===== config.mk =====
export PLATFORM = sky130hd
export DESIGN_NAME = systolic_sequencer
export DESIGN_NICKNAME = d
export VERILOG_FILES = /design/src/rtl/systolic_sequencer.sv
export SDC_FILE = /design/constraint.sdc
export NUM_CORES = 1
export LEC_CHECK = 0
export ABC_CLOCK_PERIOD_IN_PS = 7200
export BUFFER_PORTS_ARGS = -buffer_cell sky130_fd_sc_hd__buf_2
export CAP_MARGIN = 40
export CORE_MARGIN = 8
export CORE_UTILIZATION = 50
export DETAILED_ROUTE_END_ITERATION = 10
export PLACE_DENSITY = 0.88
export SYNTH_ARGS = -nofsm -noshare
export SYNTH_HDL_FRONTEND = slang
export SYNTH_SLANG_ARGS = --single-unit
export TNS_END_PERCENT = 50

===== constraint.sdc =====
create_clock -name clk -period 7.2 [get_ports clk]
set_clock_uncertainty 0.1 [all_clocks]
set_input_delay 1.44 -clock clk [delete_from_list [all_inputs] [get_ports clk]]
set_output_delay 1.44 -clock clk [all_outputs]
set_load 0.01 [all_outputs]

===== src/rtl/systolic_sequencer.sv =====
// systolic_sequencer: start/busy/done run-control for an N x N systolic array.
// On an accepted start it fetches N operand rows (one per cycle), skews each row diagonally
// into the array lanes, lets the array drain, then pulses result_capture and done.
//
// Ports:
//   clk, reset        clock (rising edge) and asynchronous active-high reset
//   start, base_addr  operation request (sampled in idle) and row-0 address (latched on accept)
//   busy, done        busy from the cycle after accept through done; done is a one-cycle pulse
//   mem_rd_en/addr    operand row read; mem_rdata returns the following cycle, element i -> lane i
//   array_clear       one-cycle accumulator clear in the first fetch cycle
//   array_data/valid  skewed lane data, forced to zero whenever the lane is not valid
//   result_capture    one-cycle pulse alongside done
module systolic_sequencer #(
  parameter int unsigned MATRIX_SIZE  = 2,
  parameter int unsigned DATA_SIZE    = 32,
  parameter int unsigned ADDR_W       = 8,
  parameter int unsigned DRAIN_CYCLES = 2
) (
  input  logic                   clk,
  input  logic                   reset,
  input  logic                   start,
  input  logic [ADDR_W-1:0]      base_addr,
  output logic                   busy,
  output logic                   done,
  output logic                   mem_rd_en,
  output logic [ADDR_W-1:0]      mem_addr,
  input  logic [DATA_SIZE-1:0]   mem_rdata [MATRIX_SIZE-1:0],
  output logic                   array_clear,
  output logic [DATA_SIZE-1:0]   array_data [MATRIX_SIZE-1:0],
  output logic [MATRIX_SIZE-1:0] array_valid,
  output logic                   result_capture
);

  // The counter only ever reaches (phase length - 1); the +1 keeps the width >= 1.
  localparam int unsigned CntMax = (MATRIX_SIZE + 1 > DRAIN_CYCLES) ? MATRIX_SIZE + 1
                                                                    : DRAIN_CYCLES;
  localparam int unsigned CntW = $clog2(CntMax + 1);

  localparam logic [CntW-1:0] FetchLast = CntW'(MATRIX_SIZE - 1);
  localparam logic [CntW-1:0] FlushLast = CntW'(MATRIX_SIZE);
  localparam logic [CntW-1:0] DrainLast = CntW'(DRAIN_CYCLES - 1);

  typedef enum logic [2:0] {StIdle, StFetch, StFlush, StDrain, StDone} state_e;

  state_e              state_q, state_d;
  logic [CntW-1:0]     cnt_q, cnt_d;
  logic [ADDR_W-1:0]   base_q, base_d;
  logic                rvalid_q, rvalid_d;

  always_ff @(posedge clk or posedge reset) begin
    if (reset) begin
      state_q  <= StIdle;
      cnt_q    <= '0;
      base_q   <= '0;
      rvalid_q <= 1'b0;
    end else begin
      state_q  <= state_d;
      cnt_q    <= cnt_d;
      base_q   <= base_d;
      rvalid_q <= rvalid_d;
    end
  end

  always_comb begin
    state_d        = state_q;
    cnt_d          = cnt_q;
    base_d         = base_q;
    busy           = 1'b0;
    done           = 1'b0;
    result_capture = 1'b0;
    mem_rd_en      = 1'b0;
    mem_addr       = '0;
    array_clear    = 1'b0;

    unique case (state_q)
      StIdle: begin
        if (start) begin
          base_d  = base_addr;
          cnt_d   = '0;
          state_d = StFetch;
        end
      end
      StFetch: begin
        busy        = 1'b1;
        mem_rd_en   = 1'b1;
        // Address arithmetic wraps modulo 2^ADDR_W by truncation.
        mem_addr    = base_q + ADDR_W'(cnt_q);
        array_clear = (cnt_q == '0);
        if (cnt_q == FetchLast) begin
          cnt_d   = '0;
          state_d = StFlush;
        end else begin
          cnt_d = cnt_q + 1'b1;
        end
      end
      StFlush: begin
        busy = 1'b1;
        if (cnt_q == FlushLast) begin
          cnt_d   = '0;
          state_d = StDrain;
        end else begin
          cnt_d = cnt_q + 1'b1;
        end
      end
      StDrain: begin
        busy = 1'b1;
        if (cnt_q == DrainLast) begin
          cnt_d   = '0;
          state_d = StDone;
        end else begin
          cnt_d = cnt_q + 1'b1;
        end
      end
      StDone: begin
        busy           = 1'b1;
        done           = 1'b1;
        result_capture = 1'b1;
        state_d        = StIdle;
      end
      default: state_d = StIdle;
    endcase
  end

  // mem_rdata is meaningful exactly one cycle after a read strobe.
  assign rvalid_d = mem_rd_en;

  // Lane i: register chain of depth i+1; the last stage drives the array directly.
  for (genvar i = 0; i < MATRIX_SIZE; i++) begin : g_lane
    logic [DATA_SIZE-1:0] data_q [i+1];
    logic [DATA_SIZE-1:0] data_d [i+1];
    logic [i:0]           vld_q, vld_d;

    always_comb begin
      data_d[0] = rvalid_q ? mem_rdata[i] : '0;
      vld_d[0]  = rvalid_q;
      for (int s = 1; s <= i; s++) begin
        data_d[s] = data_q[s-1];
        vld_d[s]  = vld_q[s-1];
      end
    end

    always_ff @(posedge clk or posedge reset) begin
      if (reset) begin
        for (int s = 0; s <= i; s++) data_q[s] <= '0;
        vld_q <= '0;
      end else begin
        for (int s = 0; s <= i; s++) data_q[s] <= data_d[s];
        vld_q <= vld_d;
      end
    end

    assign array_data[i]  = data_q[i];
    assign array_valid[i] = vld_q[i];
  end

endmodule


Yosys cells after proc, flatten, opt, wreduce, memory -nomap -nowiden. Cells that the tools add are included.

Register bits: 113. Bits of input ports: 75. Word-level logic and storage cells: 45.

Add/subtract/negate cells: 2. Equal/unequal tests: 10. Multiplexer cells: 16. Reductions and logical operators: 8.

Operators with widths (count): $mux 32 (2); $mux 3 (4); $pmux 3 s4 (1); $add 8x2->8 (1); $mux 8 (1); $ne 2x2->1 const B (4); $eq 3x2->1 const B (2); $mux 2 (3); $pmux 2 s3 (1); $mux 1 (4); $reduce_and 2->1 (2); $reduce_and 4->1 (1); $reduce_or 4->1 (1); $eq 3x1->1 const B (1); $eq 3x3->1 const B (1); $logic_not 3->1 (1); $reduce_bool 3->1 (1); $add 2x1->2 const B (1); $eq 2x1->1 const B (1); $eq 2x2->1 const B (1); $logic_not 2->1 (1); $reduce_or 2->1 (1).

Longest topological paths before layout. Gate-level depths: netlist (run 1).

Depth after elaboration: 4. Gate-level depth with buffers: 5. Gate-level depth less buffers: 5.

Worst setup path after synthesis (run 1). Ideal clock, no wire load.

Path kind: reg-to-output. From: register cnt_q[1]. To: output mem_addr[7]. Data arrival time: 1452 ps. Slack: 4208 ps. Stages on the path, launching flop included: 5. Buffers on the path: 0. Cell sequence: dfrtp_1 -> ha_1 -> a21oi_1 -> or4_1 -> a21oi_1.

Word-level cells in the longest chain between the ends: 2.

RTL lines: start, declared (RTL line 46) `logic [CntW-1:0] cnt_q, cnt_d;`; start signal, assigned (RTL line 58) `cnt_q <= cnt_d;`; $add 8x2->8 (RTL line 87) `mem_addr = base_q + ADDR_W'(cnt_q);`; $mux 8 (RTL line 75) `unique case (state_q)`; end, declared (RTL line 26) `output logic [ADDR_W-1:0] mem_addr,`.

Every way passes these cells.

Worst setup path in the final report (run 1). Same ends and word-level chain as after synthesis.

==> results of run 1 <==
==> per-layer routing <==
metal | wire (µm) | vias up | global-route usage | share of wire
li1 | - | 1110 | - | -
met1 | 2990 | 1146 | 0.173 | 0.37
met2 | 4170 | 97 | 0.273 | 0.52
met3 | 789 | 10 | 0.0525 | 0.098
met4 | 116 | 0 | 0.0587 | 0.014
met5 | 0 | - | 0 | 0
==> power groups by stage <==
stage                     clock network [mW]  registers [mW]  logic [mW]
after floorplan                            0           0.936       0.271
after global placement                     0           0.909       0.479
after detailed placement                   0           0.924       0.503
after CTS                              0.391           0.911       0.506
after global routing                   0.417           0.932       0.543
final                                  0.380           0.910       0.493
==> layout make-up <==
cell class,count,area [µm²]
fill,544,2420
inverter,7,28.8
multi-input combinational,120,812
clock inverter,7,88.8
tap,99,124
antenna,1,2.50
clock buffer,9,124
timing repair buffer,156,808
sequential,112,2800
==> synth_stat cells <==
cell / instances
nor3b_1: 1
o32a_1: 1
xor2_1: 2
buf_4: 3
nand4_1: 1
mux2_2: 6
a32oi_1: 1
inv_1: 7
o22ai_1: 1
buf_6: 1
clkbuf_1: 7
a21oi_1: 8
nor4b_4: 1
or3b_2: 1
nor3_1: 2
nand3_1: 2
buf_2: 2
nand2_1: 2
xnor2_1: 2
o31ai_1: 2
or4_1: 1
dfrtp_1: 112
o21ai_0: 7
and2_1: 67
nand3b_1: 2
or3_1: 3
nor2_1: 4
fa_1: 1
ha_1: 2
==> registers in the layout, summed over array words and instances, names as in the netlist <==
signal and flops:
cnt_q 2, g_lane.data_d 32, base_q 8, state_q 3
g_lane.vld_q 2, g_lane.vld_d 1, g_lane.data_q 32, array_data 32
==> critical path, stage by stage (launching register included) <==
cell	delay (ps)
dfrtp_1	500
ha_1	330
a21oi_1	120
or4_1	430
a21oi_1	160
buf_2	150
==> worst paths after layout <==
kind | startpoint | to | cells after the start
setup / recovery | cnt_q[1] | mem_addr[7] | 5
max in group asynchronous | reset | g_lane[0].data_q[24] | 4
hold reg to reg | g_lane[1].data_d[24] | array_data[56] | 0
hold / removal | g_lane[1].data_d[24] | array_data[56] | 0
setup reg to reg | state_q[0] | base_q[4] | 2
min in group asynchronous | reset | g_lane[1].data_d[10] | 2
==> cells by family after synthesis <==
| group | synth area share |
|---|---|
| xor gates and xnor gates | 0.00944 |
| and+or+nand+nor | 0.148 |
| muxes | 0.0182 |
| DFF | 0.755 |
| AOI/OAI and AO/OA | 0.0310 |
| adders and majority gates | 0.0121 |
| buffers and inverters | 0.0260 |
==> stage by stage <==
| step | hold WS (ps) | util | cell area [µm²] |
|---|---|---|---|
| 2_1_floorplan | 231 | - | 3710 |
| 3_3_place_gp | 231 | 0.630 | 4550 |
| 3_5_place_dp | 235 | 0.634 | 4580 |
| 4_1_cts | 254 | 0.664 | 4790 |
| 5_1_grt | 261 | 0.664 | 4790 |
| 6_report | 250 | 0.664 | 4790 |
==> metrics.csv, run 1 <==
stage,metric,value,unit
status,outcome,"complete, no violations",
drt,viasPerCell,4.62,
clock_network,clock_sinks,112,
pwr,p_seq_frac,0.510,
pwr,switching_share,0.326,
clock_network,clockRootBuffer,clkbuf_8,
setup_path,worstSetupStartpointType,flop,
setup_path,cp_max_fo,8,
yosys,yosys.cell_types.count,29,
floorplanning,die_w,102,µm
setup_path,r2r_slack,5420,ps
setup_path,criticalPathCategory,reg2out,
floorplanning,rows,31,
clock_network,worstSkewPairLatency,350,ps
global_route,grt_pass1_wl,12500,µm
yosys,synth_seq_cells,112,
sta,relSlewSlack,0.587,
yosys,ys_top_cells_by_area,"dfrtp_1 (76%), and2_1 (11%), mux2_2 (1.8%)",
final_layout,final_common_cell,buf_2,
global_route,grt_pass1_vias,2616,
pwr,pwr-share-clk,0.213,
drt,drt-pass1-iter-count,4,
pwr,power_switching,582,µW
drt,drt.antenna.violating_nets,0,
yosys,ys_seq_area_frac,0.755,
pwr,combPwrFrac,0.277,
flow_run,maxCapViolCount,0,
pwr,intPower,1.20,mW
global_route,grt_max_degree,57,
final_layout,final_net_count,484,
clock_network,cts_tree,built,
clock_network,cts.repair.resized,0,
sta,setup_viol_count_final,0,
yosys,syn_area,0.00371,mm²
sta,hold_viol,0,
drt,wl_per_cell,15.8,µm
yosys,syn_nets,330,
yosys,yosysTopAreaCell,dfrtp_1,
setup_path,critical_path_required,5660,ps
floorplanning,io-pin-count,154,
place,gp_congestion,0.830,
place,placed_cells,494,
final_layout,area_growth,29.1,%
pwr,p_leak,2.66,nW
sta,rsz0062_at_grt,no,
yosys,synth_top_area_share,0.755,
place,io_buffers,153,
pwr,powerDensity,372,mW/mm²
sta,worst_slew_pin_slew,616,ps
place,hpwl,6090,µm
final_layout,mostFrequentLayoutCells,"buf_2 (153), dfrtp_1 (112), and2_1 (67)",
clock_network,clk_path_buf_depth,2,
drt,drc_errors,0,
clock_network,ctsHoldBuffers,0,
drt,num_vias,2363,
floorplanning,die_y,102,µm
final_layout,instances_no_fill,511,
min_path,hold_path_class,reg2reg,
clock_network,clk_pin_slew,110,ps
drt,totalWireLength,8070,µm
clock_network,htreeDepth,3,
sta,period_needed,3590,ps
global_route,grt_overflow,0,
floorplanning,core_area,0.00721,mm²
place,dp_slack,4040,ps
global_route,grt_usage,0.156,
floorplanning,start_util,0.514,
setup_path,end_kind,primary output,
clock_network,cts-buffers-inserted,9,
sta,drv_slew,0,
pwr,power.total,1.78,mW
clock_network,post-cts-setup-buffer-count,0,
sta,fin_crit_sh,0.499,
sta,fmax,278,MHz
global_route,antenna_found_initial,0,
pwr,irDropWorstVdd,0.242,mV
drt,drtIter0Drc,47,
floorplanning,die_area,0.0104,mm²
setup_path,arrival,2050,ps
sta,setup_ws,3610,ps
final_layout,layout-drive-gt1-share,0.440,
yosys,postSynthAreaPerCell,14.7,µm²
yosys,ys.warnings.count,0,
yosys,synthCells,252,
sta,tns,0,ps
(Power assumes the default switching activity.)
==> run 2: changes to the inputs <==
--- a/config.mk
+++ b/config.mk
@@ -5,13 +5,13 @@
 export SDC_FILE = /design/constraint.sdc
 export NUM_CORES = 1
 export LEC_CHECK = 0
-export ABC_CLOCK_PERIOD_IN_PS = 7200
+export ABC_CLOCK_PERIOD_IN_PS = 3240
 export BUFFER_PORTS_ARGS = -buffer_cell sky130_fd_sc_hd__buf_2
 export CAP_MARGIN = 40
 export CORE_MARGIN = 8
-export CORE_UTILIZATION = 50
+export CORE_UTILIZATION = 43
 export DETAILED_ROUTE_END_ITERATION = 10
-export PLACE_DENSITY = 0.88
+export PLACE_DENSITY = 0.81
 export SYNTH_ARGS = -nofsm -noshare
 export SYNTH_HDL_FRONTEND = slang
 export SYNTH_SLANG_ARGS = --single-unit
==> constraint.sdc (replaced) <==
create_clock -name clk -period 3.24 [get_ports clk]
set_clock_uncertainty 0.1 [all_clocks]
set_input_delay 0.648 -clock clk [delete_from_list [all_inputs] [get_ports clk]]
set_output_delay 0.648 -clock clk [all_outputs]
set_load 0.01 [all_outputs]
==> run 2 against run 1 <==
  * Final area is 0.29% higher
  * Setup slack got worse by 3100 ps
  * Combinational power rose by 120%
  * Worst hold slack worse by 160 ps
  * Via count rose by 0.25%
  * Sequential cell count unchanged
  * Non-clock buffer count grew 2
  * Sequential share of layout area decreased by 0.17 points
  * Register-to-register slack lost 3900 ps
  * Critical path type unchanged
  * Critical endpoint unchanged
  * Largest power group unchanged
==> metrics.csv, run 2 (synthesized netlist as in run 1, its figures left out) <==
stage,metric,value,unit,change
min_path,hold_path_class,in2async,,was reg2reg
place,placed_cells,505,,was 494
final_layout,instances_no_fill,521,,was 511
sta,fmax,363,MHz,
clock_network,htreeDepth,3,,unchanged
setup_path,cp_num_buf_inv,1,,unchanged
pwr,power.total,3.91,mW,was 1.78 mW
sta,drv_slew,0,,unchanged
global_route,grt_max_degree,56,,was 57
setup_path,crit_family,flip-flops,,unchanged
pwr,irDropWorstVdd,0.449,mV,was 0.242 mV
sta,relSlewSlack,0.602,,was 0.587
clock_network,clk_path_buf_depth,2,,unchanged
floorplanning,rows,34,,was 31
setup_path,r2r_slack,1500,ps,was 5420 ps
global_route,grt_usage,0.137,,was 0.156
floorplanning,io-pin-count,154,,unchanged
drt,drt-pass1-iter-count,4,,unchanged
clock_network,clockRootBuffer,clkbuf_8,,unchanged
sta,fin_crit_sh,0.851,,
setup_path,arrival,2010,ps,was 2050 ps
clock_network,clock_sinks,112,,unchanged
final_layout,layout-drive-gt1-share,0.443,,was 0.440
final_layout,antenna_cells,0,,was 1
setup_path,cp-endpoint,mem_addr[7],,unchanged
clock_network,post-cts-setup-buffer-count,0,,unchanged
floorplanning,die_area,0.0119,mm²,was 0.0104 mm²
clock_network,cts-buffers-inserted,9,,unchanged
setup_path,worstSetupStartpointType,flop,,unchanged
setup_path,crit_slowest_cell,dfrtp_1,,unchanged
sta,worst_slew_pin_slew,594,ps,was 616 ps
clock_network,cts_tree,built,,unchanged
setup_path,cpPeakStageDelay,480,ps,was 500 ps
setup_path,end_kind,primary output,,unchanged
sta,hold_slack,89.0,ps,was 250 ps
sta,setup_ws,482,ps,was 3610 ps
floorplanning,die_y,109,µm,was 102 µm
sta,rsz0062_at_grt,no,,unchanged
place,gp_congestion,0.798,,was 0.830
place,dp_slack,878,ps,was 4040 ps
place,io_buffers,153,,unchanged
setup_path,r2r-start,state_q[0],,unchanged
final_layout,fillers,755,,was 544
global_route,grt_overflow,0,,unchanged
status,outcome,"complete, no violations",,unchanged
drt,drt.antenna.violating_nets,0,,unchanged
setup_path,crit_path_frequent_cell,a21oi_1,,unchanged
pwr,powerDensity,815,mW/mm²,was 372 mW/mm²
setup_path,cp_max_fo,8,,unchanged
flow_run,maxCapViolCount,0,,unchanged
clock_network,worstSkewPairLatency,370,ps,was 350 ps
sta,tns,0,ps,unchanged
place,hpwl,6190,µm,was 6090 µm
pwr,p_leak,2.66,nW,about the same
drt,totalWireLength,8230,µm,was 8070 µm
final_layout,final_net_count,486,,was 484
drt,drtIter0Drc,82,,was 47
sta,hold_viol,0,,unchanged
setup_path,rr_endpoint,base_q[3],,was base_q[4]
sta,period_needed,2760,ps,
sta,setup_viol_count_final,0,,unchanged
setup_path,criticalPathCategory,reg2out,,unchanged
place,placed_area,0.00461,mm²,was 0.00458 mm²
drt,num_vias,2369,,was 2363
setup_path,critical_path_required,2490,ps,was 5660 ps
setup_path,path_cells,ha_1 > a21oi_1 > or4_1 > a21oi_1 > buf_2,,unchanged
clock_network,cts.repair.resized,0,,unchanged
final_layout,final_common_cell,buf_2,,unchanged
drt,drc_errors,0,,unchanged
floorplanning,die_w,109,µm,was 102 µm
final_layout,final_util,0.562,,was 0.664
global_route,antenna_found_initial,1,,was 0
floorplanning,core_area,0.00855,mm²,was 0.00721 mm²
clock_network,clk_pin_slew,100,ps,was 110 ps
setup_path,cp.depth,5,,unchanged
drt,wl_per_cell,15.8,µm,about the same
drt,viasPerCell,4.55,,was 4.62
final_layout,final_area,0.00480,mm²,was 0.00479 mm²
floorplanning,start_util,0.434,,was 0.514
final_layout,area_growth,29.5,%,was 29.1%
global_route,grt_pass1_vias,2561,,was 2616
setup_path,cp-startpoint,cnt_q[1],,unchanged
global_route,grt_pass1_wl,12600,µm,was 12500 µm
clock_network,ctsHoldBuffers,0,,unchanged
final_layout,mostFrequentLayoutCells,"buf_2 (153), dfrtp_1 (112), and2_1 (67)",,unchanged
setup_path,r2r_cells,2,,unchanged
run 2: cell types whose count changed in the layout (fill, tap and decap cells not counted):
cell        delta
clkbuf_8       +1
clkinvlp_4     +2
inv_6          +1
clkinv_2       -1
inv_8          -1
buf_12         +2
buf_4          +1
bufinv_16      -1
diode_2        -1
buf_16         -1
inv_4          -1
run 2: worst min path at each step:
stage | startpoint | to | cells past startpoint
floorplan | g_lane[1].data_d[0] | array_data[32] | 0
global placement | g_lane[1].data_d[1] | array_data[33] | 0
detailed placement | g_lane[1].data_d[10] | array_data[42] | 0
CTS | reset | g_lane[0].data_q[19] | 2
global route | reset | g_lane[0].data_q[19] | 2
finish | reset | g_lane[0].data_q[19] | 2
run 2: final cells by class:
type | count | area (µm²) | share of cell area
Sequential cell | 112 | 2800 | 0.583
Timing Repair Buffer | 158 | 828 | 0.172
Multi-Input combinational cell | 120 | 812 | 0.169
Clock buffer | 10 | 138 | 0.0286
Tap cell | 108 | 135 | 0.0281
Clock inverter | 6 | 58.8 | 0.0122
Inverter | 7 | 30.0 | 0.00625
run 2: metal layers:
layer  routed length (µm)  vias up  track usage
met2                 4180       90        0.234
met4                   89        2       0.0381
met5                   13        -            0
li1                     -     1108            -
met1                 3110     1158        0.149
met3                  846       11       0.0632
run 2: power breakdown:
group	internal (mW)	switching [mW]	total, mW
clock	0.318	0.491	0.808
combinational	0.497	0.581	1.08
sequential	1.80	0.230	2.03
total	2.61	1.30	3.91
==> run 3: changes to the inputs <==
--- a/config.mk
+++ b/config.mk
@@ -5,13 +5,14 @@
 export SDC_FILE = /design/constraint.sdc
 export NUM_CORES = 1
 export LEC_CHECK = 0
+export ABC_AREA = 1
 export ABC_CLOCK_PERIOD_IN_PS = 3240
 export BUFFER_PORTS_ARGS = -buffer_cell sky130_fd_sc_hd__buf_2
 export CAP_MARGIN = 40
 export CORE_MARGIN = 8
 export CORE_UTILIZATION = 43
 export DETAILED_ROUTE_END_ITERATION = 10
-export PLACE_DENSITY = 0.81
+export PLACE_DENSITY = 0.8
 export SYNTH_ARGS = -nofsm -noshare
 export SYNTH_HDL_FRONTEND = slang
 export SYNTH_SLANG_ARGS = --single-unit
==> run 3 against run 2 <==
  * Utilization increased by 0.66 points
  * Highest routed layer unchanged
  * Wire length increased by 1.5%
  * Setup slack got worse by 43 ps
  * Largest power group unchanged
  * Via count increased by 15%
  * Fmax decreased by 1.5%
==> metrics.csv, run 3 <==
stage,metric,value,unit,change
sta,fmax,357,MHz,was 363 MHz
final_layout,fillers,761,,was 755
flow_run,maxCapViolCount,0,,unchanged
clock_network,post-cts-setup-buffer-count,0,,unchanged
setup_path,criticalPathCategory,reg2out,,unchanged
sta,tns,0,ps,unchanged
clock_network,cts.repair.resized,0,,unchanged
pwr,powerDensity,764,mW/mm²,was 815 mW/mm²
sta,hold_viol,0,,unchanged
yosys,synth_most_common_cell,dfrtp_1,,unchanged
yosys,synth_edf_count,0,,unchanged
drt,highest_layer,met5,,unchanged
final_layout,area_growth,27.7,%,was 29.5%
final_layout,final_util,0.569,,was 0.562
floorplanning,die_w,111,µm,was 109 µm
drt,drt-pass1-iter-count,4,,unchanged
clock_network,clk_path_buf_depth,2,,unchanged
final_layout,antenna_cells,0,,unchanged
global_route,grt_pass1_vias,2901,,was 2561
final_layout,final_common_cell,buf_2,,unchanged
floorplanning,core_area,0.00876,mm²,was 0.00855 mm²
sta,relSlewSlack,0.616,,was 0.602
yosys,yosysTopAreaCell,dfrtp_1,,unchanged
yosys,syn_nets,441,,was 330
setup_path,path_cells,ha_1 > fa_1 > nand2_1 > nor2_1 > a21oi_1 > nor2_1 > buf_2,,was ha_1 > a21oi_1 > or4_1 > a21oi_1 > buf_2
yosys,ys_top_cells_by_area,"dfrtp_1 (72%), nand2_1 (9.2%), inv_1 (8.5%)",,"was dfrtp_1 (76%), and2_1 (11%), mux2_2 (1.8%)"
drt,viasPerCell,4.31,,was 4.55
sta,period_needed,2800,ps,was 2760 ps
yosys,syn_area,0.00390,mm²,was 0.00371 mm²
place,gp_congestion,0.775,,was 0.798
sta,rsz0062_at_grt,no,,unchanged
setup_path,crit_path_frequent_cell,nor2_1,,was a21oi_1
pwr,power.total,3.81,mW,was 3.91 mW
yosys,synthFlopType,dfrtp_1,,unchanged
final_layout,final_net_count,597,,was 486
drt,wl_met1,3440,µm,was 3110 µm
drt,wl_met3,770,µm,was 846 µm
setup_path,worstSetupStartpointType,flop,,unchanged
clock_network,cts-buffers-inserted,9,,unchanged
floorplanning,die_area,0.0124,mm²,was 0.0119 mm²
global_route,grt_pass1_wl,14000,µm,was 12600 µm
setup_path,cp_max_fo,5,,was 8
drt,wl_per_cell,13.2,µm,was 15.8 µm
global_route,grt_overflow,0,,unchanged
setup_path,crit_slowest_cell,dfrtp_1,,unchanged
floorplanning,rows,34,,unchanged
place,io_buffers,153,,unchanged
global_route,grt_usage,0.137,,about the same
drt,drc_errors,0,,unchanged
drt,dr_wl_met2,4030,µm,was 4180 µm
floorplanning,die_y,111,µm,was 109 µm
clock_network,ctsHoldBuffers,0,,unchanged
yosys,async_reset_ff_frac,1.00,,unchanged
sta,fin_crit_sh,0.865,,was 0.851
yosys,synth_seq_cells,112,,unchanged
setup_path,end_kind,primary output,,unchanged
clock_network,worstSkewPairLatency,360,ps,was 370 ps
min_path,hold_path_class,reg2reg,,was in2async
place,hpwl,6200,µm,was 6190 µm
global_route,antenna_found_initial,1,,unchanged
yosys,ys.warnings.count,0,,unchanged
drt,num_vias,2721,,was 2369
clock_network,clk_pin_slew,110,ps,was 100 ps
clock_network,clockRootBuffer,clkbuf_8,,unchanged
setup_path,cpPeakStageDelay,450,ps,was 480 ps
setup_path,cp_num_buf_inv,1,,unchanged
yosys,ys_top_cells_by_count,"dfrtp_1 (112), nand2_1 (96), inv_1 (88), nor2_1 (22), nand3_1 (10)",,"was dfrtp_1 (112), and2_1 (67), a21oi_1 (8)"
drt,drt.antenna.violating_nets,0,,unchanged
status,outcome,"complete, no violations",,unchanged
yosys,yosys.cell_types.count,20,,was 29
setup_path,crit_family,adder cells,,was flip-flops
yosys,synthCells,363,,was 252
sta,hold_slack,257,ps,was 89.0 ps
global_route,grt_max_degree,113,,was 56
clock_network,clock_sinks,112,,unchanged
final_layout,regArea,0.00280,mm²,about the same
yosys,synth_top_area_share,0.718,,was 0.755
yosys,ys_seq_area_frac,0.718,,was 0.755
sta,setup_viol_count_final,0,,unchanged
sta,drv_slew,0,,unchanged
yosys,postSynthAreaPerCell,10.7,µm²,was 14.7 µm²
floorplanning,io-pin-count,154,,unchanged
clock_network,htreeDepth,3,,unchanged
final_layout,layout-drive-gt1-share,0.355,,was 0.443
drt,totalWireLength,8360,µm,was 8230 µm
final_layout,mostFrequentLayoutCells,"buf_2 (153), dfrtp_1 (111), nand2_1 (96)",,"was buf_2 (153), dfrtp_1 (112), and2_1 (67)"
setup_path,critical_path_required,2490,ps,about the same
setup_path,arrival,2050,ps,was 2010 ps
drt,drtIter0Drc,141,,was 82
sta,worst_slew_pin_slew,577,ps,was 594 ps
floorplanning,start_util,0.445,,was 0.434
pwr,p_leak,3.33,nW,was 2.66 nW
clock_network,cts_tree,built,,unchanged
pwr,irDropWorstVdd,0.381,mV,was 0.449 mV
final_layout,multi_input_area,703,µm²,was 812 µm²
-- run 3: changes by cell type after synthesis, sizes merged, moves of 3 or more --
cell,delta
and2,-67
mux2,-6
or3,-3
nand2,+94
clkbuf,-7
inv,+82
nand3,+10
nor2,+19
o21ai,+3
buf,+4
-- run 3: kinds of logic (layout without fill, tap and decap cells) --
kind of cell / after synthesis / after routing / share of synthesized area
fa+ha+maj: 3 / 3 / 0.0115
simple gates: 132 / 132 / 0.138
flops: 112 / 112 / 0.718
buf+inv: 99 / 260 / 0.101
compound gates: 17 / 17 / 0.0308
-- run 3: final timing paths --
| path | startpoint | end | depth (start not counted) | slack (ps) |
|---|---|---|---|---|
| setup / recovery | cnt_q[0] | mem_addr[6] | 7 | 440 |
| hold / removal | g_lane[1].data_d[28] | array_data[60] | 0 | 260 |
| setup reg to reg | state_q[0] | base_q[3] | 4 | 1870 |
| hold reg to reg | g_lane[1].data_d[28] | array_data[60] | 0 | 260 |
| max in group asynchronous | reset | g_lane[0].vld_d | 3 | 2220 |
| min in group asynchronous | reset | g_lane[0].data_q[2] | 3 | 340 |
-- run 3: routing by layer --
| layer | track usage | vias up |
|---|---|---|
| met5 | 0 | - |
| met4 | 0.0596 | 2 |
| met3 | 0.0563 | 8 |
| met2 | 0.224 | 103 |
| met1 | 0.155 | 1262 |
| li1 | - | 1346 |
-- run 3: layout make-up --
type	count	share of cell area
clock buffer	9	0.0249
clock inverter	7	0.0146
timing repair buffer	155	0.162
inverter	89	0.0678
tap	108	0.0271
multi-input combinational	152	0.141
sequential	112	0.563
-- run 3: worst register-to-register path, cell delays in order, from the launching register on --
cell     delay [ps]
dfrtp_1         480
nor2_4          200
nand3_4         220
nor2_1          220
a21oi_2          40
-- run 3: power by group --
group / leakage [nW] / switching [mW] / internal, mW
Sequential: 1.50 / 0.185 / 1.75
Clock: 0.0966 / 0.491 / 0.303
Combinational: 1.74 / 0.667 / 0.413
Total: 3.33 / 1.34 / 2.46
-- run 3: per-stage QoR --
| stage | instances | area (µm²) | worst slack, ps |
|---|---|---|---|
| after detailed placement | 616 | 4790 | 850 |
| after global placement | 615 | 4770 | 929 |
| after global routing | 632 | 4980 | 288 |
| after floorplan | 363 | 3910 | 1020 |
| final | 632 | 4980 | 438 |
| after CTS | 632 | 4980 | 420 |
